==> config.mk <==
export PLATFORM = sky130hd
export DESIGN_NAME = lcd_bus_arbiter_flat
export DESIGN_NICKNAME = d
export VERILOG_FILES = /design/src/rtl/lcd_bus_arbiter_if.sv /design/src/rtl/lcd_bus_arbiter.sv /design/src/flat_wrapper.sv
export SDC_FILE = /design/constraint.sdc
export NUM_CORES = 1
export LEC_CHECK = 0
export BUFFER_PORTS_ARGS = -buffer_cell sky130_fd_sc_hd__buf_2
export CORE_ASPECT_RATIO = 1.4
export CORE_MARGIN = 1
export CORE_UTILIZATION = 48
export DETAILED_ROUTE_END_ITERATION = 16
export PLACE_DENSITY = 0.79
export SYNTH_ARGS = -nofsm -noshare
export SYNTH_HDL_FRONTEND = slang
export SYNTH_SLANG_ARGS = --single-unit
==> constraint.sdc <==
create_clock -name clk -period 2 [get_ports clk]
set_input_delay 0.4 -clock clk [delete_from_list [all_inputs] [get_ports clk]]
set_output_delay 0.4 -clock clk [all_outputs]
set_load 0.02 [all_outputs]
==> src/rtl/lcd_bus_arbiter_if.sv <==
// Bundle of requester handshake signals and 8080-style LCD write pins shared
// between the two requesters, the arbiter and the panel.
interface lcd_bus_arbiter_if;
    logic [1:0]  req_valid;
    logic [1:0]  req_ready;
    logic [1:0]  req_dc;
    logic [1:0]  req_last;
    logic [15:0] req_data0;
    logic [15:0] req_data1;
    logic [1:0]  grant;
    logic        busy;
    logic        lcd_cs_n;
    logic        lcd_d_c_n;
    logic        lcd_wr_n;
    logic [15:0] lcd_data;

    modport master (
        output req_valid, req_dc, req_last, req_data0, req_data1,
        input  req_ready, grant, busy, lcd_cs_n, lcd_d_c_n, lcd_wr_n, lcd_data
    );

    modport slave (
        input  req_valid, req_dc, req_last, req_data0, req_data1,
        output req_ready, grant, busy, lcd_cs_n, lcd_d_c_n, lcd_wr_n, lcd_data
    );
endinterface

==> src/rtl/lcd_bus_arbiter.sv <==
// Round-robin arbiter and write-strobe sequencer for a shared 8080-style LCD
// bus; requester 0 is the CPU command path, requester 1 the DMA pixel stream.
module lcd_bus_arbiter #(
    parameter int CS_SETUP = 1,
    parameter int WR_LOW   = 2,
    parameter int WR_HIGH  = 2,
    parameter int CS_HOLD  = 1
) (
    input  logic              clk,
    input  logic              reset,
    lcd_bus_arbiter_if.slave  bus
);

    typedef enum logic [2:0] {
        S_IDLE,
        S_SETUP,
        S_LOW,
        S_HIGH,
        S_WAIT,
        S_HOLD
    } state_t;

    // Counters load N-1 on state entry so the final cycle is the one at zero.
    localparam logic [3:0] SETUP_LD = 4'(CS_SETUP - 1);
    localparam logic [3:0] LOW_LD   = 4'(WR_LOW - 1);
    localparam logic [3:0] HIGH_LD  = 4'(WR_HIGH - 1);
    localparam logic [3:0] HOLD_LD  = 4'(CS_HOLD - 1);

    state_t      state_reg, state_next;
    logic [3:0]  cnt_reg, cnt_next;
    logic [1:0]  grant_reg, grant_next;
    logic        last_grant_reg, last_grant_next;
    logic        last_reg, last_next;
    logic        busy_reg, busy_next;
    logic        cs_n_reg, cs_n_next;
    logic        wr_n_reg, wr_n_next;
    logic        dc_reg, dc_next;
    logic [15:0] data_reg, data_next;

    logic        cnt_done;
    logic        ready_window;
    logic [1:0]  ready;
    logic [1:0]  xfer_vec;
    logic        xfer;
    logic [1:0]  pick;
    logic        own_dc;
    logic        own_last;
    logic [15:0] own_data;

    assign cnt_done = (cnt_reg == 4'd0);

    // Cycles in which the owner may hand over a beat.
    always_comb begin
        ready_window = 1'b0;
        case (state_reg)
            S_SETUP: ready_window = cnt_done;
            S_HIGH:  ready_window = cnt_done & ~last_reg;
            S_WAIT:  ready_window = 1'b1;
            default: ready_window = 1'b0;
        endcase
    end

    genvar gi;
    generate
        for (gi = 0; gi < 2; gi++) begin : g_req
            assign ready[gi]    = ready_window & grant_reg[gi];
            assign xfer_vec[gi] = bus.req_valid[gi] & ready[gi];
        end
    endgenerate

    assign xfer          = |xfer_vec;
    assign bus.req_ready = ready;

    assign own_dc   = grant_reg[1] ? bus.req_dc[1]   : bus.req_dc[0];
    assign own_last = grant_reg[1] ? bus.req_last[1] : bus.req_last[0];
    assign own_data = grant_reg[1] ? bus.req_data1   : bus.req_data0;

    // last_grant_reg: 1 = DMA owned the bus last, so a tie goes to the CPU.
    always_comb begin
        pick = 2'b00;
        case (bus.req_valid)
            2'b01:   pick = 2'b01;
            2'b10:   pick = 2'b10;
            2'b11:   pick = last_grant_reg ? 2'b01 : 2'b10;
            default: pick = 2'b00;
        endcase
    end

    always_comb begin
        state_next      = state_reg;
        grant_next      = grant_reg;
        last_grant_next = last_grant_reg;
        last_next       = last_reg;
        dc_next         = dc_reg;
        data_next       = data_reg;
        cnt_next        = cnt_reg;

        case (state_reg)
            S_IDLE: begin
                if (|bus.req_valid) begin
                    state_next      = S_SETUP;
                    grant_next      = pick;
                    last_grant_next = pick[1];
                end
            end
            S_SETUP: begin
                if (cnt_done) begin
                    state_next = xfer ? S_LOW : S_WAIT;
                end
            end
            S_LOW: begin
                if (cnt_done) begin
                    state_next = S_HIGH;
                end
            end
            S_HIGH: begin
                if (cnt_done) begin
                    if (last_reg) begin
                        state_next = S_HOLD;
                    end else begin
                        state_next = xfer ? S_LOW : S_WAIT;
                    end
                end
            end
            S_WAIT: begin
                if (xfer) begin
                    state_next = S_LOW;
                end
            end
            S_HOLD: begin
                if (cnt_done) begin
                    state_next = S_IDLE;
                    grant_next = 2'b00;
                end
            end
            default: begin
                state_next = S_IDLE;
                grant_next = 2'b00;
            end
        endcase

        if (xfer) begin
            data_next = own_data;
            dc_next   = own_dc;
            last_next = own_last;
        end

        if (state_next != state_reg) begin
            case (state_next)
                S_SETUP: cnt_next = SETUP_LD;
                S_LOW:   cnt_next = LOW_LD;
                S_HIGH:  cnt_next = HIGH_LD;
                S_HOLD:  cnt_next = HOLD_LD;
                default: cnt_next = 4'd0;
            endcase
        end else if (!cnt_done) begin
            cnt_next = cnt_reg - 4'd1;
        end
    end

    // Pin levels are registered and follow the state being entered.
    assign cs_n_next = (state_next == S_IDLE);
    assign busy_next = (state_next != S_IDLE);
    assign wr_n_next = (state_next != S_LOW);

    always_ff @(posedge clk) begin
        if (reset) begin
            state_reg      <= S_IDLE;
            cnt_reg        <= 4'd0;
            grant_reg      <= 2'b00;
            last_grant_reg <= 1'b1;
            last_reg       <= 1'b0;
            busy_reg       <= 1'b0;
            cs_n_reg       <= 1'b1;
            wr_n_reg       <= 1'b1;
            dc_reg         <= 1'b1;
            data_reg       <= 16'h0000;
        end else begin
            state_reg      <= state_next;
            cnt_reg        <= cnt_next;
            grant_reg      <= grant_next;
            last_grant_reg <= last_grant_next;
            last_reg       <= last_next;
            busy_reg       <= busy_next;
            cs_n_reg       <= cs_n_next;
            wr_n_reg       <= wr_n_next;
            dc_reg         <= dc_next;
            data_reg       <= data_next;
        end
    end

    assign bus.grant     = grant_reg;
    assign bus.busy      = busy_reg;
    assign bus.lcd_cs_n  = cs_n_reg;
    assign bus.lcd_wr_n  = wr_n_reg;
    assign bus.lcd_d_c_n = dc_reg;
    assign bus.lcd_data  = data_reg;

    a_grant_onehot : assert property (@(posedge clk) disable iff (reset)
        $onehot0(grant_reg));
    a_ready_owner : assert property (@(posedge clk) disable iff (reset)
        (ready & ~grant_reg) == 2'b00);

endmodule

==> src/flat_wrapper.sv <==
// flat-port wrapper written by rule: the top's interface ports become plain ports
module lcd_bus_arbiter_flat 
#(
    parameter int CS_SETUP = 1,
    parameter int WR_LOW   = 2,
    parameter int WR_HIGH  = 2,
    parameter int CS_HOLD  = 1
)
  (clk, reset, bus_req_valid, bus_req_dc, bus_req_last, bus_req_data0, bus_req_data1, bus_req_ready, bus_grant, bus_busy, bus_lcd_cs_n, bus_lcd_d_c_n, bus_lcd_wr_n, bus_lcd_data);
  lcd_bus_arbiter_if bus_i ();
  input  logic clk;
  input  logic reset;
  input wire logic [$bits(bus_i.req_valid)-1:0] bus_req_valid;
  input wire logic [$bits(bus_i.req_dc)-1:0] bus_req_dc;
  input wire logic [$bits(bus_i.req_last)-1:0] bus_req_last;
  input wire logic [$bits(bus_i.req_data0)-1:0] bus_req_data0;
  input wire logic [$bits(bus_i.req_data1)-1:0] bus_req_data1;
  output wire logic [$bits(bus_i.req_ready)-1:0] bus_req_ready;
  output wire logic [$bits(bus_i.grant)-1:0] bus_grant;
  output wire logic [$bits(bus_i.busy)-1:0] bus_busy;
  output wire logic [$bits(bus_i.lcd_cs_n)-1:0] bus_lcd_cs_n;
  output wire logic [$bits(bus_i.lcd_d_c_n)-1:0] bus_lcd_d_c_n;
  output wire logic [$bits(bus_i.lcd_wr_n)-1:0] bus_lcd_wr_n;
  output wire logic [$bits(bus_i.lcd_data)-1:0] bus_lcd_data;
  assign bus_i.req_valid = bus_req_valid;
  assign bus_i.req_dc = bus_req_dc;
  assign bus_i.req_last = bus_req_last;
  assign bus_i.req_data0 = bus_req_data0;
  assign bus_i.req_data1 = bus_req_data1;
  assign bus_req_ready = bus_i.req_ready;
  assign bus_grant = bus_i.grant;
  assign bus_busy = bus_i.busy;
  assign bus_lcd_cs_n = bus_i.lcd_cs_n;
  assign bus_lcd_d_c_n = bus_i.lcd_d_c_n;
  assign bus_lcd_wr_n = bus_i.lcd_wr_n;
  assign bus_lcd_data = bus_i.lcd_data;
  lcd_bus_arbiter #(.CS_SETUP(CS_SETUP), .WR_LOW(WR_LOW), .WR_HIGH(WR_HIGH), .CS_HOLD(CS_HOLD)) u_core (.clk(clk), .reset(reset), .bus(bus_i));
endmodule
; ---- Yosys cells after proc, flatten, opt, wreduce, memory -nomap -nowiden
; Cells that the tools add are included.
[word_totals]
regBits = 31
in_bits = 40
output_inout_bits = 24
[op_classes]
add_sub_neg = 1
n_eq_ne = 15
muxes = 21
bitwise_logic = 7
n_reduce_logical = 10
[op_table]
columns = cell, n
row1 = two-way mux 3 bit, 8
row2 = case mux 3 bit (6 select lines), 1
row3 = two-way mux 16 bit, 1
row4 = equality test 3 x 2 -> 1 bit (second input constant), 4
row5 = case mux 2 bit (3 select lines), 2
row6 = two-way mux 4 bit, 2
row7 = equality test 3 bit (second input constant), 2
row8 = logical NOT 3 bit, 2
row9 = two-way mux 2 bit, 3
row10 = OR reduction 2 bit, 3
row11 = bitwise AND 1 bit, 5
row12 = equality test 2 bit (second input constant), 2
row13 = logical NOT 4 bit, 1
row14 = != test 2 x 1 -> 1 bit (second input constant), 2
row15 = OR reduction 4 bit, 1
row16 = subtractor 4 x 1 -> 4 bit (second input constant), 1
row17 = equality test 3 x 1 -> 1 bit (second input constant), 1
row18 = two-way mux 1 bit, 3
row19 = != test 3 x 2 -> 1 bit (second input constant), 1
row20 = != test 3 bit, 1
row21 = case mux 1 bit (3 select lines), 1
row22 = AND reduction 3 bit, 1
row23 = nonzero test 3 bit, 1
row24 = equality test 2 x 1 -> 1 bit (second input constant), 1
row25 = other kinds (3), 4

; ---- Depth between registers and ports, before layout
[depth]
ltp_word = 14
mapped_depth = 8
depth_no_buf = 6

; ---- Worst setup path before layout
; Ideal clock, no wire load.
[synth_timing]
path_type = register to output
start = reg u_core.cnt_reg[0]
end = out bus_req_ready[0]
arrival_ps = 1508
t_required_ps = 1600
setup_slack_ps = 92
stages_incl_launch_ff = 8
path_cell_list = dfxtp_1 inv_1 ha_1 and4bb_4 a31o_4 buf_6 buf_6 and2_1
[synth_via]
elab_chain_len = 4
[synth_lines]
columns = item, line_no
row1 = from (decl), lcd_bus_arbiter.sv:30  ; logic [3:0] cnt_reg, cnt_next;
row2 = from (signal assigned), lcd_bus_arbiter.sv:180  ; cnt_reg <= cnt_next;
row3 = logical NOT 4 bit (*), lcd_bus_arbiter.sv:50  ; assign cnt_done = (cnt_reg == 4'd0);
row4 = bitwise AND 1 bit, lcd_bus_arbiter.sv:57  ; S_HIGH: ready_window = cnt_done & ~last_reg;
row5 = case mux 1 bit (3 select lines) (*), lcd_bus_arbiter.sv:55  ; case (state_reg)
row6 = bitwise AND 1 bit (*), lcd_bus_arbiter.sv:66  ; assign ready[gi] = ready_window & grant_reg[gi];
row7 = to (decl), flat_wrapper.sv:18  ; output wire logic [$bits(bus_i.req_ready)-1:0] bus_req_ready;
; Every way passes the cells marked *; elsewhere a longest branch is shown, timed or not.

; ---- Worst setup path after layout
[layout_timing]
start = reg u_core.cnt_reg[0]
end = out bus_req_ready[1]
; Same word-level chain as after synthesis.

==> results.json <==
{
  "port_buffers": 63,
  "rsz0062_at_grt": "false",
  "grt_pass1_wl_um": 5513,
  "cts_hold_buf": 0,
  "antenna_found_initial": 0,
  "drv_cap": 0,
  "largest_register_ffs": 16,
  "status": "finished, final reports clean",
  "synth_compound_area_share_pct": 28.66,
  "via_count": 1469,
  "track_usage_pct": 19.77,
  "worst_skew_pair.late_latency_ns": 0.28,
  "postSynthAreaPerCell_um2": 9.987,
  "grt_pass1_vias": 1283,
  "tns_ns": 0,
  "globalplace.congestion": 0.7730,
  "hold_viol_final": 0,
  "slowest_delay_ns": 0.35,
  "cp-end-kind": "primary output",
  "path_clk_slew_ns": 0.06,
  "fin_crit_ns": 1.938,
  "fin_nets": 272,
  "diodes": 0,
  "whs_ns": 0.4077,
  "core_um2": 3347,
  "die-area_um2": 3718,
  "synth_area_leaders": "dfxtp_1 37%, mux2i_1 11%, a211oi_2 8.3%",
  "synth.area.mux_share_pct": 11.48,
  "start_kind": "flop",
  "yosysSeqAreaShare_pct": 37.21,
  "root_buffer": "clkbuf_8",
  "drcViolationCount": 0,
  "start_util_pct": 49.83,
  "yosys.area.top_type_share_pct": 37.21,
  "dr.pass1.iters": 4,
  "cp_slowest_cell": "dfxtp_2",
  "layout_common_cells": "61 x buf_2, 29 x dfxtp_1, 23 x a21oi_1",
  "period_share_pct": 96.91,
  "synth_top_family_by_area": "compound AO/OA/AOI/OAI gates",
  "clock_sinks": 31,
  "wl_per_cell_um": 12.73,
  "cts_tree": "done",
  "final_common_cell": "buf_2",
  "ios": 64,
  "ant_nets": 0,
  "skew_ns": 0.004431,
  "syn-cell-area_um2": 1668,
  "hp-class": "in2reg",
  "yosys.area_share.simple_pct": 14.55,
  "yosys.area_share.adder_pct": 0.7502,
  "cp.required_ns": 1.60,
  "power_mw": 2.396,
  "maxSlewHeadroom_pct": 54.21,
  "pre_cts_ws_ns": 0.1772,
  "fp-row-count": 25,
  "htreeDepth": 2,
  "arrival_ns": 1.54,
  "crit_chain": "inv_2, ha_4, and4bb_4, a31o_4, and2_1, buf_6",
  "synth-seq-cells": 31,
  "grt_max_degree": 34,
  "dp_hpwl_um": 2550,
  "synth_edf_count": 0,
  "numCtsBuffers": 5,
  "synth_top_flop_cell": "dfxtp_1",
  "setup_viol": 0,
  "fin_util_pct": 63.40,
  "r2r_slack_ns": 0.26,
  "fp.dieW_um": 51.82,
  "wl_um": 3463,
  "path_max_fanout": 5,
  "area_growth_pct": 27.23,
  "via_per_inst": 5.401,
  "synth_nets": 208,
  "synth_warnings": 0,
  "drt_iter0_markers": 24,
  "clockBufferDepth": 2,
  "worst_slack_ns": 0.06180,
  "peakVddDrop_mv": 0.8398,
  "overflow": 0,
  "synthCells": 167,
  "tightest_slew_ns": 0.6869,
  "yosys.area.top_type": "dfxtp_1",
  "async_flop_share_pct": 0,
  "drive_gt1_share_pct": 45.26,
  "critical_path_class": "reg2out",
  "finalMaxSlewViolations": 0,
  "p_leak_nw": 0.8456,
  "max_freq_mhz": 515.9,
  "ys_types": 46,
  "power.density_nw_per_um2": 1129,
  "synthXorXnorAreaFrac_pct": 0.5251,
  "die_height_um": 71.75
}
==> synth_stat cells, types with 2 or more instances <==
cell type,instances
o21ai_0,2
dfxtp_1,31
a21oi_1,23
and2_1,4
nand2b_1,5
a211oi_2,11
nor3b_1,2
buf_6,3
a211oi_1,9
inv_1,4
a31oi_1,2
mux2i_1,18
nor3_1,3
buf_2,2
nor2_1,9
nand3_1,4
nand2_1,2
clkbuf_1,5
==> report_power, final <==
part           internal, mW  switching [mW]  leakage [nW]  total [mW]
clock network         0.313           0.216        0.0515       0.530
registers             0.729          0.0968         0.253       0.826
logic                 0.460           0.581         0.541        1.04
total                  1.50           0.894         0.846        2.40
==> critical path: cells and delay by family (launching register included) <==
kind	cells	cell delay, ns
buffers and inverters	2	0.18
DFF	1	0.35
adders and majority gates	1	0.16
and+or+nand+nor	2	0.36
AOI/OAI and AO/OA	1	0.22
==> area by class of cell <==
cell class | count | area, µm²
clock buffers | 8 | 100.1
fillers | 290 | 1225
inverters | 4 | 15.01
multi-input cells | 118 | 945.9
flip-flops and latches | 31 | 623.1
well taps | 40 | 50.05
repair buffers | 71 | 387.9
==> logic make-up after synthesis <==
logic type                 after synthesis
xor gates and xnor gates                 1
muxes                                   19
buffers and inverters                   18
and+or+nand+nor                         39
adders and majority gates                1
AOI/OAI and AO/OA                       58
DFF                                     31
==> metrics by stage <==
stage	instance area (µm²)	std cells
4_1_cts	2081	268
2_1_floorplan	1668	167
3_5_place_dp	1957	259
3_3_place_gp	1957	259
6_report	2122	272
5_1_grt	2122	272
==> per-layer routing <==
| layer | track usage [%] | up-vias | routed length (µm) |
|---|---|---|---|
| li1 | - | 746 | - |
| met5 | 0 | - | 0 |
| met2 | 33.19 | 47 | 1713 |
| met4 | 7.207 | 0 | 46 |
| met3 | 7.431 | 6 | 246 |
| met1 | 22.24 | 670 | 1457 |
==> path summary, 6_finish.rpt <==
path                              from                    to  depth (start not counted)
setup / recovery     u_core.cnt_reg[0]      bus_req_ready[1]                          6
hold / removal           bus_req_dc[1]  u_core.bus.lcd_d_c_n                          3
setup reg to reg     u_core.cnt_reg[1]   u_core.bus.lcd_cs_n                          7
hold reg to reg   u_core.bus.lcd_d_c_n  u_core.bus.lcd_d_c_n                          2
==> timing repair <==
item | CTS | global route
setup endpoints to repair | 2 | 2
resized for setup | 4 | 5
pin swaps | 1 | 1
setup buffers | 1 | 4
Note: power is estimated with default switching activity, not from simulation.
